$ cat src/rtl/demux_shkrimi_3bit.sv
// Write-back demultiplexer: buffers up to two {address, data} writes and issues
// them in order as a registered one-hot write enable plus data, honouring a stall.
module demux_shkrimi_3bit #(
  parameter int GJERESIA = 16
) (
  input  logic                Clock,
  input  logic                Reset,
  input  logic                Hyrja_Valid,
  input  logic [2:0]          Hyrja_Adresa,
  input  logic [GJERESIA-1:0] Hyrja_Te_dhenat,
  output logic                Hyrja_Gati,
  input  logic                Ndalo,
  output logic [7:0]          Dalja_WE,
  output logic [GJERESIA-1:0] Dalja_Te_dhenat,
  output logic [7:0]          Dalja_Zene,
  output logic [1:0]          Dalja_Numri
);

  logic [1:0]          count_q, count_d;
  logic                wrPtr_q, wrPtr_d;
  logic                rdPtr_q, rdPtr_d;
  logic [7:0]          we_q, we_d;
  logic [GJERESIA-1:0] dataOut_q, dataOut_d;
  logic [2:0]          adrMem_q  [2];
  logic [GJERESIA-1:0] dataMem_q [2];
  logic                accept;
  logic                issue;
  logic [7:0]          zene;

  assign Hyrja_Gati = (count_q < 2'd2) && !Reset;
  assign accept     = Hyrja_Valid && Hyrja_Gati;
  // Issue looks only at registered occupancy, so a write landing in an empty buffer waits one edge.
  assign issue      = (count_q != 2'd0) && !Ndalo;

  always_comb begin
    count_d   = count_q;
    wrPtr_d   = wrPtr_q;
    rdPtr_d   = rdPtr_q;
    we_d      = 8'h00;
    dataOut_d = dataOut_q;
    if (issue) begin
      rdPtr_d   = ~rdPtr_q;
      we_d      = 8'h01 << adrMem_q[rdPtr_q];
      dataOut_d = dataMem_q[rdPtr_q];
    end
    if (accept) begin
      wrPtr_d = ~wrPtr_q;
    end
    case ({accept, issue})
      2'b10:   count_d = count_q + 2'd1;
      2'b01:   count_d = count_q - 2'd1;
      default: count_d = count_q;
    endcase
  end

  always_ff @(posedge Clock) begin
    if (Reset) begin
      count_q   <= 2'd0;
      wrPtr_q   <= 1'b0;
      rdPtr_q   <= 1'b0;
      we_q      <= 8'h00;
      dataOut_q <= '0;
    end else begin
      count_q   <= count_d;
      wrPtr_q   <= wrPtr_d;
      rdPtr_q   <= rdPtr_d;
      we_q      <= we_d;
      dataOut_q <= dataOut_d;
    end
  end

  // Storage needs no reset: occupancy alone decides which entries are meaningful.
  always_ff @(posedge Clock) begin
    if (accept) begin
      adrMem_q[wrPtr_q]  <= Hyrja_Adresa;
      dataMem_q[wrPtr_q] <= Hyrja_Te_dhenat;
    end
  end

  always_comb begin
    zene = 8'h00;
    if (count_q != 2'd0) begin
      zene = zene | (8'h01 << adrMem_q[rdPtr_q]);
    end
    if (count_q == 2'd2) begin
      zene = zene | (8'h01 << adrMem_q[~rdPtr_q]);
    end
  end

  assign Dalja_WE        = we_q;
  assign Dalja_Te_dhenat = dataOut_q;
  assign Dalja_Zene      = zene;
  assign Dalja_Numri     = count_q;

endmodule

$ cat config.mk
export PLATFORM = sky130hd
export DESIGN_NAME = demux_shkrimi_3bit
export DESIGN_NICKNAME = d
export VERILOG_FILES = /design/src/rtl/demux_shkrimi_3bit.sv
export SDC_FILE = /design/constraint.sdc
export NUM_CORES = 1
export LEC_CHECK = 0
export CELL_PAD_IN_SITES_DETAIL_PLACEMENT = 0
export CELL_PAD_IN_SITES_GLOBAL_PLACEMENT = 1
export CORE_MARGIN = 1
export CORE_UTILIZATION = 39
export DETAILED_ROUTE_END_ITERATION = 16
export HOLD_SLACK_MARGIN = 0.08
export PLACE_DENSITY = 0.77
export SYNTH_ARGS = -nofsm -noshare
export SYNTH_HDL_FRONTEND = slang
export SYNTH_SLANG_ARGS = --single-unit
$ cat constraint.sdc
create_clock -name Clock -period 2.2 [get_ports Clock]
set_input_delay 0.44 -clock Clock [delete_from_list [all_inputs] [get_ports Clock]]
set_output_delay 0.44 -clock Clock [all_outputs]
set_load 0.02 [all_outputs]
## After elaboration in Yosys (flattened, before gate mapping)

Memories as Yosys holds them, arrays and structs flattened. A register that Yosys moved wholly into a read port is not among the register bits.
Index checks and enable logic that the tools add are counted.

| cells by class | value |
|---|---|
| add/subtract/negate cells | 2 |
| $lt $le $gt $ge | 1 |
| equal/unequal tests | 3 |
| shift-type cells | 2 |
| muxes and demuxes | 7 |
| bitwise logic cells | 4 |
| reductions and logical operators | 8 |

Operator list:

| operator | count |
|---|---|
| $mux 8 | 2 |
| $shl 1x3->8 const A | 2 |
| $or 8x8->8 | 1 |
| $eq 2x2->1 const B | 2 |
| $mux 1 | 4 |
| $pmux 2 s2 | 1 |
| $reduce_bool 2->1 | 2 |
| $logic_and 1x1->1 | 3 |
| $not 1->1 | 3 |
| $add 2x1->2 const B | 1 |
| $eq 2x1->1 const B | 1 |
| $logic_not 1->1 | 2 |
| $lt 2x2->1 const B | 1 |
| $reduce_or 2->1 | 1 |
| $sub 2x1->2 const B | 1 |

| storage, ports and cells | value |
|---|---|
| bits in registers | 12 |
| bits in writable memories | 38 |
| output and inout port bits | 35 |
| word-level logic and storage cells | 33 |
| memories kept | 2 |

Memory list:

| name | words | bits a word | rd ports | clocked after memory_dff | wr ports | line | source |
|---|---|---|---|---|---|---|---|
| dataMem_q | 2 | 16 | 1 | 1 | 1 | 25 | `logic [GJERESIA-1:0] dataMem_q [2];` |
| adrMem_q | 2 | 3 | 2 | 1 | 1 | 24 | `logic [2:0] adrMem_q [2];` |

## Longest topological paths before layout

Gate-level depths: netlist of the first run.

| depth | value |
|---|---|
| word-level depth | 5 |
| gate-level depth with buffers | 7 |
| depth with buffers taken out | 6 |

## Least setup slack after synthesis of the first run

Ideal clock, no wire load.

| path | value |
|---|---|
| kind | reg2reg |
| start point | reg count_q[1], in the netlist Dalja_Numri[1] |
| end point | mem adrMem_q[0][0] (enable) |
| library setup time | 0.395 ns |
| data arrival time | 1.781 ns |
| required time | 1.805 ns |
| setup slack | 0.025 ns |
| cell stages (with the launch flop) | 4 |
| buffers on the path | 0 |
| cells stage by stage | dfxtp_1 nor2_1 nand2_1 nor2_1 |

| on the way | value |
|---|---|
| word-level cells in the longest chain between the ends | 5 |

RTL lines:

| item | line | source |
|---|---|---|
| start: declaration | 19 | `logic [1:0] count_q, count_d;` |
| start signal: assignment | 64 | `count_q <= count_d;` |
| $lt 2x2->1 | 30 | `assign Hyrja_Gati = (count_q < 2'd2) && !Reset;` |
| $logic_and 1x1->1 | 30 |  |
| named net Hyrja_Gati | 11 | `output logic Hyrja_Gati,` |
| $logic_and 1x1->1 | 31 | `assign accept = Hyrja_Valid && Hyrja_Gati;` |
| $mux 1 | 74 | `if (accept) begin` |
| $mux 1 (not written as such) | 75 | `adrMem_q[wrPtr_q] <= Hyrja_Adresa;` |
| end: declaration | 24 |  |

The timed path passes the listed nets, and every way through them passes these cells.

## Worst setup path in the final report of the first run

| path | value |
|---|---|
| start point | reg rdPtr_q |
| end point | out Dalja_Zene[2] |

| on the way | value |
|---|---|
| word-level cells in the longest chain between the ends | 5 |

RTL lines:

| item | line | source |
|---|---|---|
| start: declaration | 21 | `logic rdPtr_q, rdPtr_d;` |
| start signal: assignment | 66 | `rdPtr_q <= rdPtr_d;` |
| $not 1->1 | 86 | `zene = zene \| (8'h01 << adrMem_q[~rdPtr_q]);` |
| $mem_v2 2x3 | - |  |
| $shl 1x3->8 | 86 |  |
| $or 8x8->8 | 86 |  |
| $mux 8 | 85 | `if (count_q == 2'd2) begin` |
| end: declaration | 15 | `output logic [7:0] Dalja_Zene,` |

No other way between the ends.

==> results of run 1 <==
==> area by class of cell <==
cell class	instances	area (sq um)
fill	568	2820
sequential	67	1720
multi-input combinational	113	758
timing repair buffer	75	699
clock buffer	12	145
tap	77	96.3
clock inverter	4	50.0
inverter	4	17.5
==> metal layers <==
metal / part of all wire / vias up / GRT usage
li1: - / 874 / -
met1: 0.42 / 792 / 0.191
met2: 0.49 / 58 / 0.251
met3: 0.080 / 8 / 0.0670
met4: 0.013 / 0 / 0.0655
met5: 0 / - / 0
==> kinds of logic (layout without fill, tap and decap cells) <==
group	Yosys count	count (layout)
xor+xnor	4	4
mux	19	19
compound gates	37	37
fa+ha+maj	1	1
flops	67	67
simple gates	52	52
buf+inv	15	95
==> cells in the final DEF, fill, tap and decap left out, types with 4 or more instances in the layout <==
master,netlist,layout
clkdlybuf4s50_1,0,48
mux2i_1,17,17
dfxtp_1,29,28
buf_2,3,6
nand2_1,4,4
o22ai_1,8,8
nor3_1,6,6
clkbuf_8,0,10
a211oi_1,16,16
edfxtp_1,38,38
buf_4,4,16
nor2_1,30,29
==> state kept, by name, summed over array words and instances, names as in the netlist, named ones only <==
name,flops
dataMem_q,32
Dalja_Te_dhenat,16
Dalja_WE,8
adrMem_q,6
Dalja_Numri,2
rdPtr_q,1
wrPtr_q,1
==> cells in the mapped netlist <==
cell type	count
a211oi_1	16
inv_4	1
inv_1	3
a31oi_1	2
nand4_1	1
xor2_1	1
nand2b_1	3
nor2b_1	2
dfxtp_1	29
o21bai_1	1
mux2i_1	17
and3_1	1
or3_1	1
a21oi_1	3
o32a_1	1
a32oi_1	2
and3b_1	2
o22ai_1	8
clkbuf_1	4
o21ai_0	2
ha_1	1
mux2_2	2
o21bai_2	1
or2_2	1
nor2_1	30
nand4b_1	1
nor3_1	6
buf_2	3
o22a_1	1
xnor2_1	3
edfxtp_1	38
nand2_1	4
buf_4	4
==> per-stage QoR <==
stage	std cells	utilization	hold slack (ns)	area, sq um
after floorplan	195	-	0.498	2540
after global placement	331	0.519	0.491	3270
after detailed placement	331	0.519	0.494	3270
after CTS	349	0.553	0.504	3490
after global routing	352	0.553	0.520	3490
final	352	0.553	0.499	3490
==> critical path, cell delays in order, from the launching register on <==
cell	delay (ns)
dfxtp_1	0.37
mux2_2	0.36
nand2b_1	0.20
o22ai_1	0.18
buf_2	0.19
==> power by group <==
part / leakage [nW] / total, mW / internal, mW / switching (mW)
Sequential: 0.585 / 1.62 / 1.51 / 0.108
Clock: 0.0926 / 0.992 / 0.553 / 0.439
Combinational: 0.538 / 1.19 / 0.560 / 0.635
==> final timing paths <==
| check | end | slack [ns] | depth (start not counted) |
|---|---|---|---|
| setup reg to reg | Dalja_Numri[1] | 0.60 | 5 |
| setup / recovery | Dalja_Zene[2] | 0.13 | 4 |
| hold / removal | Dalja_Te_dhenat[9] | 0.50 | 2 |
| hold reg to reg | Dalja_Te_dhenat[9] | 0.50 | 2 |
==> timing repair <==
action	4_1_cts	5_1_grt
setup endpoints to repair	8	9
hold buffers	0	0
gates cloned	0	0
resized for setup	23	12
pin swaps	0	1
setup buffers	2	3
==> impl_metrics.py, run 1 <==
metrics = {
    "yosys": {
        "simple_gate_fraction_of_synth_area": 0.0945,
        "post_synth.cell_area_avg_sq_um": 13.0,
        "yosysUniqueCellTypes": 33,
        "post_synth_instance_area_sq_mm": 0.00254,
        "yosysSeqAreaShare": 0.677,
        "number_of_nets_produced_by_synthesis": 219,
        "synth_top_family_by_area": "compound AO/OA/AOI/OAI gates",
        "synth_xor_xnor_area_share": 0.0138,
        "ys_warn_count": 0,
        "post-synth-top-area-fraction": 0.449,
        "muxShareOfSynthArea": 0.0758,
        "synth_cells": 195,
        "leading_post_synthesis_cells_by_cell_area": "edfxtp_1 (45%), dfxtp_1 (23%), mux2i_1 (6.7%), a211oi_1 (4.7%), nor2_1 (4.4%)",
        "post-synth-top-area-cell": "edfxtp_1",
        "synth_fa_ha_area_frac": 0.00492,
        "synth-compound-area-share": 0.103,
        "yosys_register_bits": 67,
    },
    "place": {
        "place_hpwl_um": 3070,
        "place.port_buffers": 57,
        "gp_routability_congestion": 0.749,
        "post-place-ws_ns": 0.0493,
    },
    "clocking": {
        "cts_num_sinks": 67,
        "cts-htree-levels": 3,
        "cts_made_buffers": 9,
        "insertion_delay_of_the_later_clocked_pin_in_the_worst_skew_pair_ns": 0.33,
        "cts_root_buffer": "clkbuf_8",
        "max-clock-path-buffers": 2,
        "tritoncts": "yes",
        "clkSlewWorstSetupHoldPaths_ns": 0.07,
    },
    "global_routing": {
        "grt_first_pass_wirelength_um": 7620,
        "first_global_vias": 1616,
        "antenna_found_initial": 0,
        "groute.usage.overall": 0.159,
        "grt_max_degree": 36,
        "grt.overflow.total": 0,
    },
    "drt": {
        "detailedRoute.firstPassIterationCount": 4,
        "detailedRoute.firstIterationViolations": 69,
        "detail_route.wl_per_cell_um": 13.3,
        "antenna_violating_nets_post_route": 0,
        "drt_drc_violations_left": 0,
        "via_per_inst": 4.92,
        "wl_um": 4700,
        "routed-via-count": 1732,
    },
    "cells_and_area": {
        "fraction_of_layout_instances_using_a_drive_strength_above_1": 0.178,
        "nNetsFinal": 294,
        "area_growth_pct": 37.3,
        "inserted_diodes": 0,
    },
    "outcome": {
        "result_of_the_run": "finished clean",
    },
    "critical_path": {
        "timing.critical_path.from": "rdPtr_q",
        "setup.worst_path.end_class": "primary output",
        "cp.arrival_ns": 1.63,
        "rr_startpoint": "Dalja_Numri[0]",
        "critical_path_peak_fanout": 4,
        "critical_path_class": "register to primary output",
        "startpoint_type": "register",
        "worst_ep_required_time_ns": 1.76,
    },
    "timing": {
        "final.period_utilization": 0.943,
        "setup_viol_count_final": 0,
        "final.setup.worst_slack_ns": 0.126,
        "tightestPinTransition_ns": 0.359,
        "timing_hold_violations_final": 0,
        "grt_setup_unrepaired": "no",
        "final-max-slew-violation-count": 0,
        "post-route-min-period_ns": 2.07,
        "setup_tns_ns": 0,
        "max_clock_freq_ghz": 0.482,
        "slew-limit-headroom": 0.760,
        "clock_skew_ns": 0.00364,
    },
    "pwr": {
        "power_density_mw_per_mm2": 1090,
        "p_total_mw": 3.81,
        "cellLeakagePower_nw": 1.22,
        "worst_voltage_drop_across_the_vdd_grid_mv": 0.553,
    },
    "floorplanning": {
        "die_w_um": 82.7,
        "io-pin-count": 58,
        "initial_core_util": 0.403,
        "die_area_sq_mm": 0.00685,
        "rows": 29,
        "die_y_um": 82.7,
        "core-area_sq_mm": 0.00631,
    },
    "job": {
        "maxCapViolations": 0,
    },
    "hold_path": {
        "hold_start": "Dalja_Te_dhenat[9]",
        "hold_path.class": "register to register",
    },
}
No activity file was read; power rests on OpenSTA's default activity.
==> inputs of run 2 (changes only) <==
Settings changed: GPL_ROUTABILITY_DRIVEN from default to 0.
==> results of run 2 <==
Same layout as run 1: the final DEF is identical, and so are final timing and power.
==> inputs of run 3 (changes only) <==
Settings changed: CORE_ASPECT_RATIO from default to 1.25, PLACE_DENSITY 0.77 to 0.79.
==> run 3 against run 2 <==
Combinational power barely moved. Count of clock-buffer cells in the layout shrank 1. Via count is 0.69% higher. Total power decreased by 0.34%. Sequential cell count unchanged. Largest cell class unchanged. Critical path depth is 1 higher. Clock power is 4.1% lower. Critical path type unchanged. Worst hold slack lost 0.0027 ns. Register-to-register slack lost 0.12 ns. Sequential share of layout area grew 0.12 points.
==> impl_metrics.py, run 3 (synthesis results as in run 1) <==
metrics = {
    "timing": {
        "tightestPinTransition_ns": 0.367,
        "final-max-slew-violation-count": 0,
        "clock_skew_ns": 0.00428,
        "post-route-min-period_ns": 2.15,
        "hold-worst-slack_ns": 0.496,
        "final.period_utilization": 0.978,
        "max_clock_freq_ghz": 0.465,
        "grt_setup_unrepaired": "yes",
        "slew-limit-headroom": 0.755,
        "timing_hold_violations_final": 0,
        "setup_viol_count_final": 0,
    },
    "drt": {
        "antenna_violating_nets_post_route": 0,
        "detailedRoute.firstPassIterationCount": 4,
        "drt_drc_violations_left": 0,
        "detail_route.wl_per_cell_um": 13.6,
        "routed-via-count": 1744,
        "detailedRoute.firstIterationViolations": 27,
        "via_per_inst": 4.87,
        "wl_um": 4870,
    },
    "hold_path": {
        "hold_path.class": "register to register",
    },
    "clocking": {
        "tritoncts": "yes",
        "clkSlewWorstSetupHoldPaths_ns": 0.07,
        "cts_root_buffer": "clkbuf_8",
        "cts_num_sinks": 67,
        "max-clock-path-buffers": 2,
        "cts_made_buffers": 9,
        "cts-htree-levels": 3,
        "insertion_delay_of_the_later_clocked_pin_in_the_worst_skew_pair_ns": 0.33,
    },
    "cells_and_area": {
        "largest_register_ff_count": 32,
        "mostFrequentLayoutCell": "clkdlybuf4s50_1",
        "layout_common_cells": "clkdlybuf4s50_1 (49), edfxtp_1 (38), nor2_1 (29)",
        "area_growth_pct": 36.9,
        "inserted_diodes": 0,
        "n_fill_cell": 576,
        "nNetsFinal": 292,
        "fraction_of_layout_instances_using_a_drive_strength_above_1": 0.176,
        "largest_register": "dataMem_q",
    },
    "global_routing": {
        "groute.usage.overall": 0.163,
        "grt_max_degree": 36,
        "first_global_vias": 1745,
        "grt.overflow.total": 0,
        "grt_first_pass_wirelength_um": 7870,
        "antenna_found_initial": 0,
    },
    "floorplanning": {
        "die_area_sq_mm": 0.00685,
        "initial_core_util": 0.407,
        "io-pin-count": 58,
        "core-area_sq_mm": 0.00625,
        "die_y_um": 92.3,
        "rows": 32,
        "die_w_um": 74.2,
    },
    "pwr": {
        "power_density_mw_per_mm2": 1090,
        "worst_voltage_drop_across_the_vdd_grid_mv": 0.512,
        "p_total_mw": 3.80,
        "cellLeakagePower_nw": 1.19,
    },
    "critical_path": {
        "critical_path_peak_fanout": 4,
        "crit_path_top_delay_cell": "edfxtp_1",
        "cp_num_buf_inv": 2,
        "crit_path_cell_trace": "buf_4, and3b_1, a31oi_2, o22ai_1, dlygate4sd2_1",
        "startpoint_type": "register",
        "setup.worst_path.end_class": "primary output",
        "critical_path_class": "register to primary output",
        "cp_top_family": "buffers and inverters",
        "worst_ep_required_time_ns": 1.76,
        "critical-path-max-stage-delay_ns": 0.39,
        "cp.arrival_ns": 1.71,
    },
    "place": {
        "place_hpwl_um": 3280,
        "place.port_buffers": 57,
    },
    "job": {
        "maxCapViolations": 0,
    },
    "outcome": {
        "result_of_the_run": "finished clean",
    },
}
-- run 3: changes by cell type in the layout (fill, tap and decap cells not counted), sizes merged --
cell,previous run,this run
dlygate4sd2,0,1
dlymetal6s2s,1,0
clkdlybuf4s50,48,49
clkinv,1,2
buf,24,16
clkdlybuf4s15,1,0
clkbuf,13,18
-- run 3: final timing paths --
kind	startpoint	endpoint	slack, ns	depth (start not counted)
worst max-delay path	adrMem_q[0][2]	Dalja_Zene[7]	0.05	5
worst min-delay path	Dalja_Te_dhenat[13]	Dalja_Te_dhenat[13]	0.50	2
worst max register to register	Dalja_Numri[1]	Dalja_Numri[1]	0.48	6
worst min register to register	Dalja_Te_dhenat[13]	Dalja_Te_dhenat[13]	0.50	2
-- run 3: metal layers --
layer  vias to the layer above  part of all wire  track usage
li1                        870                 -            -
met1                       815              0.39        0.160
met2                        49              0.54        0.286
met3                        10             0.052       0.0549
met4                         0             0.021       0.0959
met5                         -                 0            0
-- run 3: area by class of cell --
type	count	area, sq um	area share
clock buffer	11	131	0.0377
clock inverter	5	53.8	0.0155
inverter	4	17.5	0.00503
multi-input combinational	113	769	0.221
sequential	67	1720	0.495
tap	85	106	0.0306
timing repair buffer	73	679	0.195
-- run 3: through the flow --
stage                     utilization  setup TNS, ns  cell area (sq um)  worst slack, ns  cells
after floorplan                     -              0               2540           0.0246    195
after global placement          0.528              0               3300           0.0477    341
after detailed placement        0.528              0               3300           0.0209    341
after CTS                       0.559              0               3490          0.00125    358
after global routing            0.557        -0.0651               3480          -0.0651    358
final                           0.557              0               3480           0.0474    358
-- run 3: tightest hold or removal path, delay by kind of cell, from the launching register on --
kind            cells  cell delay (ns)
flops               1             0.31
simple gates        1             0.09
compound gates      1             0.05
-- run 3: report_power, final --
group,total [mW],switching (mW),leakage (nW),internal [mW]
Clock,0.951,0.433,0.0870,0.518
Combinational,1.22,0.648,0.517,0.568
Sequential,1.63,0.114,0.585,1.52
-- run 3: repair_timing --
action,CTS,global route
resized for setup,14,15
setup endpoints to repair,8,8
setup buffers,1,0
hold buffers,0,0
